## src/rtl/bin_to_bcd_seq.sv

```systemverilog
// Sequential double-dabble binary-to-BCD converter with a valid/ready input
// handshake and a registered, held BCD result for the display decoders.
module bin_to_bcd_seq #(
    parameter int WIDTH  = 8,
    parameter int DIGITS = 3
) (
    input  logic                  clk,
    input  logic                  rst_a,
    input  logic                  in_valid,
    input  logic [WIDTH-1:0]      bin_in,
    output logic                  in_ready,
    output logic [4*DIGITS-1:0]   bcd_out,
    output logic                  out_valid,
    output logic                  overflow
);

    localparam int SW = 4 * DIGITS;
    localparam int IW = $clog2(WIDTH + 1);
    localparam logic [IW-1:0] LAST_ITER = IW'(WIDTH - 1);

    typedef enum logic [1:0] {
        S_IDLE,
        S_SHIFT,
        S_DONE
    } state_t;

    state_t             r_state;
    logic [WIDTH-1:0]   r_sreg;
    logic [SW-1:0]      r_scratch;
    logic               r_ovf_acc;
    logic [IW-1:0]      r_iter;
    logic [SW-1:0]      r_bcd;
    logic               r_overflow;
    logic               r_out_valid;
    logic               r_in_ready;

    logic [SW-1:0]      w_adj;

    // Add-3 correction is per digit with no carry; digits above 4 would exceed 9 after doubling.
    generate
        for (genvar gi = 0; gi < DIGITS; gi++) begin : g_adj
            assign w_adj[4*gi +: 4] = (r_scratch[4*gi +: 4] >= 4'd5)
                                      ? r_scratch[4*gi +: 4] + 4'd3
                                      : r_scratch[4*gi +: 4];
        end
    endgenerate

    always_ff @(posedge clk or posedge rst_a) begin
        if (rst_a) begin
            r_state     <= S_IDLE;
            r_sreg      <= '0;
            r_scratch   <= '0;
            r_ovf_acc   <= 1'b0;
            r_iter      <= '0;
            r_bcd       <= '0;
            r_overflow  <= 1'b0;
            r_out_valid <= 1'b0;
            r_in_ready  <= 1'b1;
        end else begin
            r_out_valid <= 1'b0;
            case (r_state)
                S_IDLE: begin
                    if (in_valid) begin
                        r_sreg     <= bin_in;
                        r_scratch  <= '0;
                        r_ovf_acc  <= 1'b0;
                        r_iter     <= '0;
                        r_in_ready <= 1'b0;
                        r_state    <= S_SHIFT;
                    end
                end
                S_SHIFT: begin
                    // A bit leaving the top digit means the value needs more digits than we have.
                    r_scratch <= {w_adj[SW-2:0], r_sreg[WIDTH-1]};
                    r_sreg    <= {r_sreg[WIDTH-2:0], 1'b0};
                    r_ovf_acc <= r_ovf_acc | w_adj[SW-1];
                    r_iter    <= r_iter + IW'(1);
                    if (r_iter == LAST_ITER) begin
                        r_state <= S_DONE;
                    end
                end
                S_DONE: begin
                    r_bcd       <= r_scratch;
                    r_overflow  <= r_ovf_acc;
                    r_out_valid <= 1'b1;
                    r_in_ready  <= 1'b1;
                    r_state     <= S_IDLE;
                end
                default: begin
                    r_state    <= S_IDLE;
                    r_in_ready <= 1'b1;
                end
            endcase
        end
    end

    assign in_ready  = r_in_ready;
    assign bcd_out   = r_bcd;
    assign out_valid = r_out_valid;
    assign overflow  = r_overflow;

endmodule
```

## config.mk

```make
export PLATFORM = sky130hd
export DESIGN_NAME = bin_to_bcd_seq
export DESIGN_NICKNAME = d
export VERILOG_FILES = /design/src/rtl/bin_to_bcd_seq.sv
export SDC_FILE = /design/constraint.sdc
export NUM_CORES = 1
export LEC_CHECK = 0
export ABC_CLOCK_PERIOD_IN_PS = 2610
export CORE_MARGIN = 4
export CORE_UTILIZATION = 45
export DETAILED_ROUTE_END_ITERATION = 10
export PLACE_DENSITY = 0.65
export SLEW_MARGIN = 5
export SYNTH_ARGS = -nofsm -noshare
export SYNTH_HDL_FRONTEND = slang
export SYNTH_SLANG_ARGS = --single-unit
```

## constraint.sdc

```tcl
create_clock -name clk -period 2.61 [get_ports clk]
set_clock_uncertainty 0.2 [all_clocks]
set_input_delay 0.3915 -clock clk [delete_from_list [all_inputs] [get_ports clk]]
set_output_delay 0.3915 -clock clk [all_outputs]
set_load 0.02 [all_outputs]
```

==> flow_metrics.py <==
metrics = {
    "layout": {
        "area_delta_synth_final_pct": 18.1,
        "most-common-layout-cells": "dfrtp_1, clkdlybuf4s50_1, nand2_1",
        "fin_area_sq_mm": 0.00233,
        "drive_gt1_frac": 0.111,
        "nets": 226,
        "final_util": 0.567,
        "mostFrequentLayoutCell": "dfrtp_1",
        "antennaDiodeCount": 0,
        "multi_input_area_sq_um": 836,
        "fill_cells": 353,
        "seqCellArea_sq_mm": 0.00105,
    },
    "clock_tree": {
        "hold_buffers": 0,
        "cts_tree": "built",
        "cts_sinks": 42,
        "post_cts_buffers": 0,
        "htreeDepth": 2,
        "clockBufferDepth": 2,
        "root_buffer": "clkbuf_8",
        "numCtsBuffers": 5,
        "post_cts_resized": 0,
        "clk_pin_slew_ns": 0.07,
        "clock_latency_ns": 0.29,
    },
    "setup_path": {
        "cp_slowest_cell": "clkdlybuf4s50_1",
        "start_kind": "flop",
        "worstPathArrival_ns": 1.43,
        "timing.rr.end": "r_scratch[2]",
        "worst-setup-path-type": "flop to output port",
        "rrSetupSlack_ns": 0.61,
        "r2r_cells": 2,
        "crit_family": "buffers and inverters",
        "crit_path_cell_trace": "clkdlybuf4s50_1",
        "crit_path_max_incr_delay_ns": 0.60,
        "endpoint_kind": "output port",
        "required_ns": 2.02,
        "cp_num_buf_inv": 1,
        "r2r-start": "r_state[0]",
        "crit_fanout": 2,
    },
    "die": {
        "initial_core_util": 0.480,
        "core_sq_mm": 0.00412,
        "io_pins": 26,
        "dieWidth_microns": 74.3,
        "die-area_sq_mm": 0.00551,
        "die_y_microns": 74.3,
        "rows": 23,
    },
    "sta": {
        "setup_viol": 0,
        "rsz0062_at_grt": "no",
        "fmax_mhz": 495,
        "setup_tns_ns": 0,
        "period_share": 0.773,
        "min_period_ns": 2.02,
        "relSlewSlack": 0.564,
        "hold_violations": 0,
        "drv_slew": 0,
        "tightest_slew_ns": 0.652,
    },
    "drt": {
        "drt_iter0_markers": 113,
        "dr.pass1.iters": 4,
        "vias": 1411,
        "viasPerCell": 5.47,
        "drc": 0,
        "wirelength_microns": 3680,
        "drtAntennaViolNets": 0,
        "post_drt_wl_per_cell_microns": 14.3,
    },
    "logic_synthesis": {
        "ys_seq_elements": 42,
        "synthAdderAreaFrac": 0.0443,
        "synth.distinct_cells": 29,
        "syn_nets": 200,
        "synthMuxAreaShare": 0.0912,
        "synth_xor_xnor_area_share": 0.0222,
        "async_reset_ff_frac": 1.00,
        "synth-warning-count": 0,
        "synth-edff-count": 0,
        "synthSimpleGateAreaFrac": 0.126,
        "synth_top_family_by_area": "compound AO/OA/AOI/OAI gates",
        "synthFlopType": "dfrtp_1",
        "ys_seq_area_frac": 0.533,
        "syn_inst": 182,
        "synth_area_sq_mm": 0.00198,
        "syn_area_per_cell_sq_um": 10.9,
        "synth_compound_area_frac": 0.139,
    },
    "worst_hold_path": {
        "worstHoldPathType": "flop to flop",
        "whs_endpoint": "r_sreg[7]",
        "hold_path_depth": 2,
        "hold_start": "r_sreg[7]",
    },
    "power_and_ir_drop": {
        "power_density_mw_per_mm2": 1150,
        "vdd_drop_max_v": 0.000400,
        "leakagePower_uw": 0.00104,
    },
    "outcome": {
        "status": "completed",
    },
    "placed_design": {
        "dpl_cell_area_sq_mm": 0.00226,
        "finalWeightedCongestion": 0.765,
        "io_buffers": 25,
        "place_hpwl_microns": 2500,
    },
    "global_route": {
        "grt_max_degree": 43,
        "grt_util_all_layers": 0.154,
        "grt-ovfl-total": 0,
        "grt_pass1_vias": 1467,
        "antenna_found_initial": 0,
        "grt_pass1_wl_microns": 6530,
    },
    "flow_run": {
        "cap_viol_max_count": 0,
    },
}
[through the flow]
step / worst slack (ns) / total power [uW] / hold WS [ns] / std cells
after detailed placement: 0.617 / 2320 / 0.273 / 251
after floorplan: 1.05 / 1960 / 0.250 / 182
final: 0.591 / 2680 / 0.281 / 258
after CTS: 0.575 / 2720 / 0.290 / 258
after global routing: 0.435 / 2910 / 0.310 / 258
after global placement: 0.732 / 2250 / 0.270 / 251
[layer usage]
metal	GRT usage	routed length, microns	part of all wire
met5	0	0	0
met4	0.0830	107	0.029
met3	0.0446	215	0.058
met2	0.243	1750	0.47
met1	0.191	1610	0.44
[power by group]
group	internal (uW)	leakage [uW]	switching, uW	total [uW]
Sequential	920	0.000547	253	1170
Combinational	549	0.000454	573	1120
Clock	184	0.0000383	205	389
Total	1650	0.00104	1030	2680
[state kept, by name, indices dropped and copies added (netlist names)]
name and flops:
r_sreg 8, bcd_out 12, r_state 2, r_scratch 12, r_iter 4, r_ovf_acc 1, overflow 1, in_ready 1
out_valid 1
[synthesized netlist by cell type, types with 2 or more instances]
cell type / instances / share of area
nand2b_1: 6 / 0.019
ha_1: 7 / 0.044
a22o_1: 3 / 0.013
buf_2: 7 / 0.018
mux2_4: 9 / 0.068
xor2_1: 2 / 0.0089
nor3_1: 5 / 0.013
o21ai_0: 20 / 0.051
a22oi_1: 2 / 0.0076
o31ai_1: 2 / 0.0076
nor2b_1: 2 / 0.0063
o21ai_1: 3 / 0.0076
mux2_2: 4 / 0.023
a21oi_1: 10 / 0.025
nor3b_1: 6 / 0.023
xnor2_1: 3 / 0.013
o311ai_1: 2 / 0.0089
dfrtp_1: 41 / 0.52
nor2_1: 3 / 0.0057
nand2_1: 22 / 0.042
inv_1: 9 / 0.017
nand3_1: 7 / 0.018
[cell type report]
cell class                      instances  area share
Tap cell                               50      0.0268
Timing Repair Buffer                   28       0.117
Inverter                                9      0.0145
Clock buffer                            7      0.0327
Multi-Input combinational cell        122       0.358
Sequential cell                        42       0.451
[kinds of logic (layout without fill, tap and decap cells)]
| group | count (synthesis) | in the layout |
|---|---|---|
| buf+inv | 18 | 44 |
| compound gates | 46 | 46 |
| xor+xnor | 5 | 5 |
| fa+ha+maj | 7 | 7 |
| flops | 42 | 42 |
| mux | 13 | 13 |
| simple gates | 51 | 51 |
[how the worst max path moves through the flow]
stage,from,to,slack (ns),cells after the start
5_1_grt,r_state[0],r_scratch[7],0.43,4
4_1_cts,in_ready,in_ready,0.58,1
2_1_floorplan,rst_a,bcd_out[0],1.05,1
3_5_place_dp,r_state[0],r_scratch[2],0.62,3
6_report,in_ready,in_ready,0.59,1
3_3_place_gp,r_state[0],r_scratch[2],0.73,3
(Power assumes the default switching activity.)
